==> config.mk <==
export PLATFORM = sky130hd
export DESIGN_NAME = fetch_stage
export DESIGN_NICKNAME = d
export VERILOG_FILES = /design/src/rtl/fetch_stage.sv
export SDC_FILE = /design/constraint.sdc
export NUM_CORES = 1
export LEC_CHECK = 0
export BUFFER_PORTS_ARGS = -buffer_cell sky130_fd_sc_hd__clkbuf_2
export CAP_MARGIN = 20
export CORE_AREA = 2 2 100 78
export DETAILED_ROUTE_END_ITERATION = 12
export DIE_AREA = 0 0 102 80
export PLACE_DENSITY = 0.79
export SYNTH_ARGS = -nofsm -noshare
export SYNTH_HDL_FRONTEND = slang
export SYNTH_SLANG_ARGS = --single-unit
==> constraint.sdc <==
create_clock -name clk -period 2.3 [get_ports clk]
set_clock_uncertainty 0.2 [all_clocks]
set_input_delay 0.46 -clock clk [delete_from_list [all_inputs] [get_ports clk]]
set_output_delay 0.46 -clock clk [all_outputs]
set_load 0.03 [all_outputs]
==> src/rtl/fetch_stage.sv <==
// Instruction-fetch stage: owns the PC, talks to imem over req/valid, fills IF/ID.
// Define FETCH_PERF_CNT_EN to add the fetch_count/bubble_count performance counters.
module fetch_stage #(
  parameter logic [15:0] RESET_PC  = 16'h0000,
  parameter logic [15:0] NOP_INSTR = 16'hE000
) (
  input  logic        clk,
  input  logic        rst_n,
  input  logic        enable,
  input  logic        stall,
  input  logic        flush,
  input  logic [15:0] branch_pc,
  output logic        imem_req,
  output logic [15:0] imem_addr,
  input  logic [15:0] imem_rdata,
  input  logic        imem_valid,
  output logic [15:0] curr_pc_fd,
  output logic [15:0] curr_instr_fd,
  output logic        fd_valid,
  output logic        halted
`ifdef FETCH_PERF_CNT_EN
  ,
  output logic [15:0] fetch_count,
  output logic [15:0] bubble_count
`endif
);

  typedef enum logic [1:0] {FETCH, HOLD, DRAIN, HALT} state_t;

  state_t      state, next_state;
  logic [15:0] pc;
  logic [15:0] hold_buf;
  logic [15:0] issued_addr;
  logic        adv;
  logic        load_instr;
  logic        load_nop;
  logic        capture;
  logic        redirect;
  logic [15:0] new_instr;

  assign adv = enable & ~stall;

  always_ff @(posedge clk or negedge rst_n) begin
    if (!rst_n) state <= FETCH;
    else        state <= next_state;
  end

  // Flush beats stall/enable in every state; the chosen action drives the datapath below.
  always_comb begin
    next_state = state;
    load_instr = 1'b0;
    load_nop   = 1'b0;
    capture    = 1'b0;
    redirect   = 1'b0;
    new_instr  = imem_rdata;
    case (state)
      FETCH: begin
        if (flush) begin
          redirect   = 1'b1;
          load_nop   = 1'b1;
          next_state = imem_valid ? FETCH : DRAIN;
        end else if (imem_valid && adv) begin
          load_instr = 1'b1;
          next_state = (imem_rdata[15:12] == 4'hF) ? HALT : FETCH;
        end else if (imem_valid) begin
          capture    = 1'b1;
          next_state = HOLD;
        end else if (adv) begin
          load_nop = 1'b1;
        end
      end
      HOLD: begin
        if (flush) begin
          redirect   = 1'b1;
          load_nop   = 1'b1;
          next_state = FETCH;
        end else if (adv) begin
          load_instr = 1'b1;
          new_instr  = hold_buf;
          next_state = (hold_buf[15:12] == 4'hF) ? HALT : FETCH;
        end
      end
      DRAIN: begin
        if (flush) begin
          redirect = 1'b1;
          load_nop = 1'b1;
        end else if (adv) begin
          load_nop = 1'b1;
        end
        if (imem_valid) next_state = FETCH;
      end
      HALT: begin
        if (flush) begin
          redirect   = 1'b1;
          load_nop   = 1'b1;
          next_state = FETCH;
        end else if (adv) begin
          load_nop = 1'b1;
        end
      end
      default: next_state = FETCH;
    endcase
  end

  // DRAIN keeps presenting the address of the request that is still in flight.
  always_comb begin
    imem_req  = (state == FETCH) || (state == DRAIN);
    imem_addr = (state == DRAIN) ? issued_addr : pc;
    halted    = (state == HALT);
  end

  always_ff @(posedge clk or negedge rst_n) begin
    if (!rst_n) begin
      pc            <= RESET_PC;
      hold_buf      <= 16'h0000;
      issued_addr   <= RESET_PC;
      curr_instr_fd <= NOP_INSTR;
      curr_pc_fd    <= 16'h0000;
      fd_valid      <= 1'b0;
    end else begin
      if (state == FETCH) issued_addr <= pc;
      if (capture) hold_buf <= imem_rdata;
      if (redirect) pc <= branch_pc;
      else if (load_instr) pc <= pc + 16'd2;
      if (load_instr) begin
        curr_instr_fd <= new_instr;
        curr_pc_fd    <= pc + 16'd2;
        fd_valid      <= 1'b1;
      end else if (load_nop) begin
        curr_instr_fd <= NOP_INSTR;
        fd_valid      <= 1'b0;
      end
    end
  end

`ifdef FETCH_PERF_CNT_EN
  always_ff @(posedge clk or negedge rst_n) begin
    if (!rst_n) begin
      fetch_count  <= 16'h0000;
      bubble_count <= 16'h0000;
    end else begin
      if (load_instr && fetch_count != 16'hFFFF) fetch_count <= fetch_count + 16'd1;
      if (load_nop && adv && bubble_count != 16'hFFFF) bubble_count <= bubble_count + 16'd1;
    end
  end
`endif

endmodule

==> key figures, run 1 <==
Yosys
  • Mux share of post-synthesis cell area: 13.3%
  • Distinct cells, synth: 42
  • Yosys warning count: 0
  • Synthesized area per cell: 11.4 sq um
  • Mapped Cells: 334
  • Seq/Total Area, Yosys: 54.7%
  • Compound-gate portion of the synthesized area: 12.9%
  • Cell Area, Synth: 0.00380 sq mm
  • Syn Nets: 373
  • Flop and latch count out of synthesis: 83
  • Synth Area in Adders: 0.329%
  • Post-Synth Simple-Gate Area: 11.6%
  • Xor/xnor share of the synthesized area: 2.76%
  • Largest family of logic cells by synthesized area: multiplexers

Timing
  • Final WS setup: 0.0201 ns
  • Fmax: 0.439 GHz
  • Final Cycle Share: 99.1%
  • Final hold violation count: 0
  • Measured slew at the worst slew-check pin: 0.492 ns
  • Hold slack: 0.114 ns
  • RSZ-0062 raised after global routing: true
  • Shortest period the worst path allows: 2.28 ns
  • Final Max Tran Viols: 0
  • Slew HR: 67.2%
  • Final setup viols: 0
  • Setup_tns: 0 ns

Critical path
  • CP arrival: 1.62 ns
  • Crit path launch type: flop
  • Worst Path Max Fanout: 20
  • CP required: 1.64 ns
  • CP endpoint kind: output port
  • Worst setup path class: flop to output port

Drt
  • Total wire length: 8680 microns
  • Drt first pass iters: 7
  • DRT antenna net count: 0
  • WL/cell: 16.2 microns
  • Via count: 2936
  • Post-route DRC: 0
  • Starting DRT DRC Count: 207
  • Vias per cell: 5.49

Global route
  • Total track usage: 23.1%
  • First-pass GRT wire length: 14400 microns
  • Antenna violations before repair: 0
  • Largest net degree at the start of global routing: 40
  • Vias in the first global route: 2983
  • Total gr overflow: 0

Clocking
  • Postcts setup bufs: 0
  • Clk_lat worst skew: 0.36 ns
  • Max Buffers Root-to-Sink: 2
  • CTS tree: yes
  • Clock buffer count from CTS: 9
  • TritonCTS Sinks: 83
  • CTS root buf: clkbuf_8
  • Clock Pin Slew Worst Setup and Hold Paths: 0.08 ns
  • Htree depth: 3

Floorplan
  • Row count: 27
  • DIE AREA: 0.00816 sq mm
  • I/O Pins: 89
  • Die Width: 102 microns
  • Die height: 80 microns
  • Initial Util: 53.1%
  • Core ar.: 0.00716 sq mm

Pwr
  • Power Density: 875 mW/mm^2
  • Total power: 4.08 mW
  • Worst vdd ir: 0.000473 V
  • Leakage power: 2.29 nW

Placement
  • Pre-CTS setup slack: 0.159 ns
  • HPWL after DPL: 6060 microns
  • RD Place Congestion: 0.782
  • Port-buffer cells: 88

Layout
  • Final nets: 468
  • Ant diodes: 0
  • Share of cells above drive strength 1: 39.6%
  • Finished Core Util: 65.2%
  • Fillers: 576
  • Area grow syn2layout: 22.8%

Run
  • Max cap viols: 0

Run status
  • Status: finished clean

Hold path
  • Hold Crit Class: primary input to flop
==> area by class of cell <==
cell class / count / area, sq um / share of cell area [%]
Sequential cell: 83 / 2080 / 44.6
Timing Repair Buffer: 105 / 626 / 13.4
Clock inverter: 4 / 76.3 / 1.63
Clock buffer: 12 / 135 / 2.89
Tap cell: 101 / 126 / 2.71
Multi-Input combinational cell: 212 / 1560 / 33.3
Inverter: 18 / 67.6 / 1.45
==> Yosys cell counts (all sizes together) <==
cell    count  share of area, %
nand2b      2              0.33
nand3       7               1.1
nor4        2              0.33
nand4       4              0.66
xnor2       9               2.1
buf        13               1.8
nor2b       2              0.33
clkbuf      8              0.79
and3        3              0.49
a21o        4              0.79
and2        3              0.49
dfrtp      80                53
ha          1              0.33
a211o       1              0.23
inv        18               1.8
o21bai      2              0.39
nor2       11               1.2
a221o       6               1.6
o21ai      24               3.2
or2         1              0.16
nor3       11               1.4
o22ai       4              0.66
a21oi       4              0.63
nand2      34               3.4
xor2        3              0.69
nand3b      1              0.20
and4        3              0.69
a22oi       7               1.4
nor3b       1              0.20
a221oi      1              0.23
o211ai      1              0.20
dfstp       3               2.1
o31ai       1              0.20
nor4b       1              0.63
mux2       45                13
a222oi     13               3.4
==> cell families after synthesis <==
group / after synthesis
buf+inv: 39
flops: 83
xor+xnor: 12
compound gates: 68
simple gates: 86
mux: 45
fa+ha+maj: 1
==> sequential cells by signal (all words and copies together), names as in the netlist <==
register and flops:
issued_addr 16, curr_instr_fd 16, pc 16, hold_buf 16, fd_valid 1, curr_pc_fd 16, state 2
==> worst max-delay path, cell delays in order (launching register included) <==
cell and delay, ns:
dfrtp_1 0.40, nor2b_2 0.16, buf_12 0.18, mux2_2 0.35
buf_2 0.18
==> repair_timing <==
action	in CTS	in global routing
endpoints found under the hold margin	27	0
gates resized for setup	3	14
setup endpoints to repair	12	12
hold buffers	1	0
==> power breakdown <==
group | total, mW | leakage [nW] | switching [mW] | internal (mW)
clock | 1.13 | 0.101 | 0.512 | 0.615
sequential | 1.91 | 1.03 | 0.177 | 1.73
combinational | 1.05 | 1.16 | 0.625 | 0.427
==> through the flow <==
| step | cells | area, sq um |
|---|---|---|
| 2_1_floorplan | 334 | 3800 |
| 3_3_place_gp | 518 | 4430 |
| 3_5_place_dp | 518 | 4430 |
| 4_1_cts | 535 | 4660 |
| 5_1_grt | 535 | 4670 |
| 6_report | 535 | 4670 |
==> final timing paths <==
| kind | from | to | depth (start not counted) | slack [ns] |
|---|---|---|---|---|
| hold reg to reg | hold_buf[11] | curr_instr_fd[11] | 2 | 0.28 |
| setup / recovery | state[0] | imem_addr[2] | 4 | 0.02 |
| min in group asynchronous | rst_n | state[0] | 2 | 0.38 |
| hold / removal | branch_pc[2] | pc[2] | 3 | 0.11 |
| max in group asynchronous | rst_n | hold_buf[8] | 3 | 0.96 |
| setup reg to reg | pc[1] | pc[9] | 5 | 0.24 |
==> layout by cell type (no fill, tap or decap), types with 4 or more instances in the layout <==
cell / instances
nand3_1: 6
a22oi_1: 7
dfrtp_1: 80
nand2_1: 33
o22ai_1: 4
o21ai_0: 24
clkbuf_2: 75
inv_1: 18
buf_2: 10
a21o_1: 4
a222oi_1: 13
nor3_1: 11
buf_4: 14
nand4_1: 4
a221o_1: 6
mux2_2: 45
nor2_1: 10
clkbuf_8: 10
xnor2_1: 9
==> layer usage <==
metal	GRT usage [%]	part of all wire, %	vias up
met2	34.8	47	72
met1	33.1	47	1450
li1	-	-	1404
met5	0	0	-
met4	8.00	1.2	0
met3	5.08	4.4	10
Power figures use the tool's default switching activity.
==> run 2, diff against run 1 <==
SETUP_SLACK_MARGIN = 0.4   (was default)
==> run 2 against run 1 <==
  * Combinational power up 26%
  * Final cell count rose by 2.6%
  * Count of clock-buffer cells in the layout shrank 3
  * Non-clock buffer count grew 12
  * Register-to-register slack gained 0.09 ns
  * Maximum frequency down 0.65%
  * Global-route usage increased by 1.9 points
  * Sequential power about the same
  * Design area up 12%
  * Total power is 11% higher
==> key figures, run 2 (synthesized netlist as in run 1, its figures left out) <==
Drt
  • Post-route DRC: 0
  • WL/cell: 18.4 microns
  • Drt first pass iters: 6
  • Starting DRT DRC Count: 231
  • Total wire length: 10100 microns
  • Via count: 3181
  • Vias per cell: 5.79
  • DRT antenna net count: 0

Critical path
  • Critical Path End: imem_addr[15]
  • CP max stage delay: 0.43 ns
  • Worst setup path class: flop to output port
  • CP endpoint kind: output port
  • Worst Path Max Fanout: 8
  • CP Cell Sequence: nor2b_4, buf_12, buf_16, mux2_4, buf_8
  • Critical path startpoint: state[0]
  • Worst Path Buf+Inv: 3
  • Critical path depth in cells: 5
  • Crit path max-delay family: flip-flops
  • R2r setup slk: 0.33 ns
  • FF-to-FF Start: state[1]
  • Capturing point of the worst reg2reg path: pc[9]
  • CP arrival: 1.63 ns
  • Crit path launch type: flop
  • Slowest cell on the critical path: dfrtp_2
  • CP required: 1.64 ns
  • Worst R2R Path Depth: 6

Pwr
  • Flop pwr share: 42.5%
  • Leakage power: 2.52 nW
  • Sw Ratio: 32.1%
  • Combinational fraction of design power: 29.2%
  • Clk pwr share: 28.3%
  • P_sw: 1.45 mW
  • Total power: 4.53 mW
  • Internal: 3.07 mW
  • Worst vdd ir: 0.000558 V
  • Power Density: 865 mW/mm^2

Layout
  • Fillers: 490
  • Register area: 0.00209 sq mm
  • Leading cell type in the layout, fill and taps excluded: dfrtp_1
  • Multi-input gate area: 0.00175 sq mm
  • Final nets: 482
  • Ant diodes: 0
  • Area grow syn2layout: 37.7%
  • Most frequent cells in the layout: dfrtp_1, clkbuf_2, mux2_2
  • Share of cells above drive strength 1: 47.5%

Run status
  • Status: finished clean

Timing
  • Final Max Tran Viols: 0
  • Shortest period the worst path allows: 2.29 ns
  • Fmax: 0.436 GHz
  • Final hold violation count: 0
  • Measured slew at the worst slew-check pin: 0.360 ns
  • Slew HR: 76.0%
  • Final WS setup: 0.00513 ns
  • Final Cycle Share: 99.8%
  • Final setup viols: 0
  • RSZ-0062 raised after global routing: true

Floorplan
  • I/O Pins: 89
  • Row count: 27
  • Initial Util: 53.1%
  • DIE AREA: 0.00816 sq mm
  • Die height: 80 microns
  • Die Width: 102 microns
  • Core ar.: 0.00716 sq mm

Global route
  • Total gr overflow: 0
  • Antenna violations before repair: 0
  • First-pass GRT wire length: 15600 microns
  • Vias in the first global route: 3187
  • Total track usage: 25.0%
  • Largest net degree at the start of global routing: 47

Placement
  • Pre-CTS setup slack: 0.163 ns
  • Port-buffer cells: 88
  • RD Place Congestion: 0.849
  • HPWL after DPL: 6360 microns

Clocking
  • Clock buffer count from CTS: 9
  • Max Buffers Root-to-Sink: 2
  • TritonCTS Sinks: 83
  • Clock Pin Slew Worst Setup and Hold Paths: 0.09 ns
  • Clk_lat worst skew: 0.35 ns
  • Htree depth: 3
  • CTS root buf: clkbuf_8
  • CTS tree: yes

Run
  • Max cap viols: 0

Hold path
  • Hold Crit Class: primary input to flop
-- run 2: changes by cell type in the layout (fill, tap and decap cells not counted), moves of 6 or more --
cell      change
clkbuf_2      -6
buf_2        -10
buf_6         +8
mux2_4       +12
o21ai_0      -11
o21ai_1       +7
buf_8        +12
mux2_2       -12
-- run 2: power groups by stage --
stage | Combinational, mW | Clock [mW] | Sequential, mW
finish | 1.32 | 1.28 | 1.92
global route | 1.41 | 1.36 | 1.96
CTS | 1.26 | 1.30 | 1.91
detailed placement | 1.08 | 0 | 1.95
global placement | 1.05 | 0 | 1.92
floorplan | 0.615 | 0 | 2.06
-- run 2: worst min-delay path by stage --
| stage | from | depth (start not counted) | end |
|---|---|---|---|
| 5_1_grt | branch_pc[7] | 2 | pc[7] |
| 2_1_floorplan | rst_n | 0 | curr_instr_fd[0] |
| 3_3_place_gp | rst_n | 1 | curr_instr_fd[0] |
| 4_1_cts | branch_pc[0] | 2 | pc[0] |
| 6_report | branch_pc[0] | 2 | pc[0] |
| 3_5_place_dp | rst_n | 1 | curr_instr_fd[0] |
-- run 2: final cells by class --
| cell class | count | area share [%] |
|---|---|---|
| sequential | 83 | 39.8 |
| multi-input combinational | 214 | 33.5 |
| timing repair buffer | 117 | 18.2 |
| tap | 101 | 2.41 |
| clock buffer | 9 | 2.37 |
| clock inverter | 7 | 2.37 |
| inverter | 18 | 1.34 |
-- run 2: per-stage QoR --
stage / area (sq um) / cells / utilization (%) / hold WS (ns) / setup TNS [ns]
2_1_floorplan: 3890 / 334 / - / -0.0356 / 0
3_3_place_gp: 4480 / 516 / 62.5 / 0.147 / 0
3_5_place_dp: 4480 / 516 / 62.5 / 0.150 / 0
4_1_cts: 5080 / 543 / 70.9 / 0.134 / -0.00653
5_1_grt: 5240 / 549 / 73.1 / 0.141 / -0.433
6_report: 5240 / 549 / 73.1 / 0.141 / 0
-- run 2: metal layers --
layer	part of all wire [%]	up-vias	GRT usage, %
li1	-	1441	-
met1	43	1594	33.4
met2	50	134	41.4
met3	5.8	12	5.34
met4	0.91	0	7.33
met5	0	-	0
-- run 2: what timing repair did --
action / in CTS / in global routing
endpoints found under the setup margin: 37 / 66
pin swaps: 4 / 5
setup buffers: 7 / 3
resized for setup: 54 / 46
hold endpoints to repair: 13 / 0
hold buffers: 1 / 0
gates cloned: 3 / 3
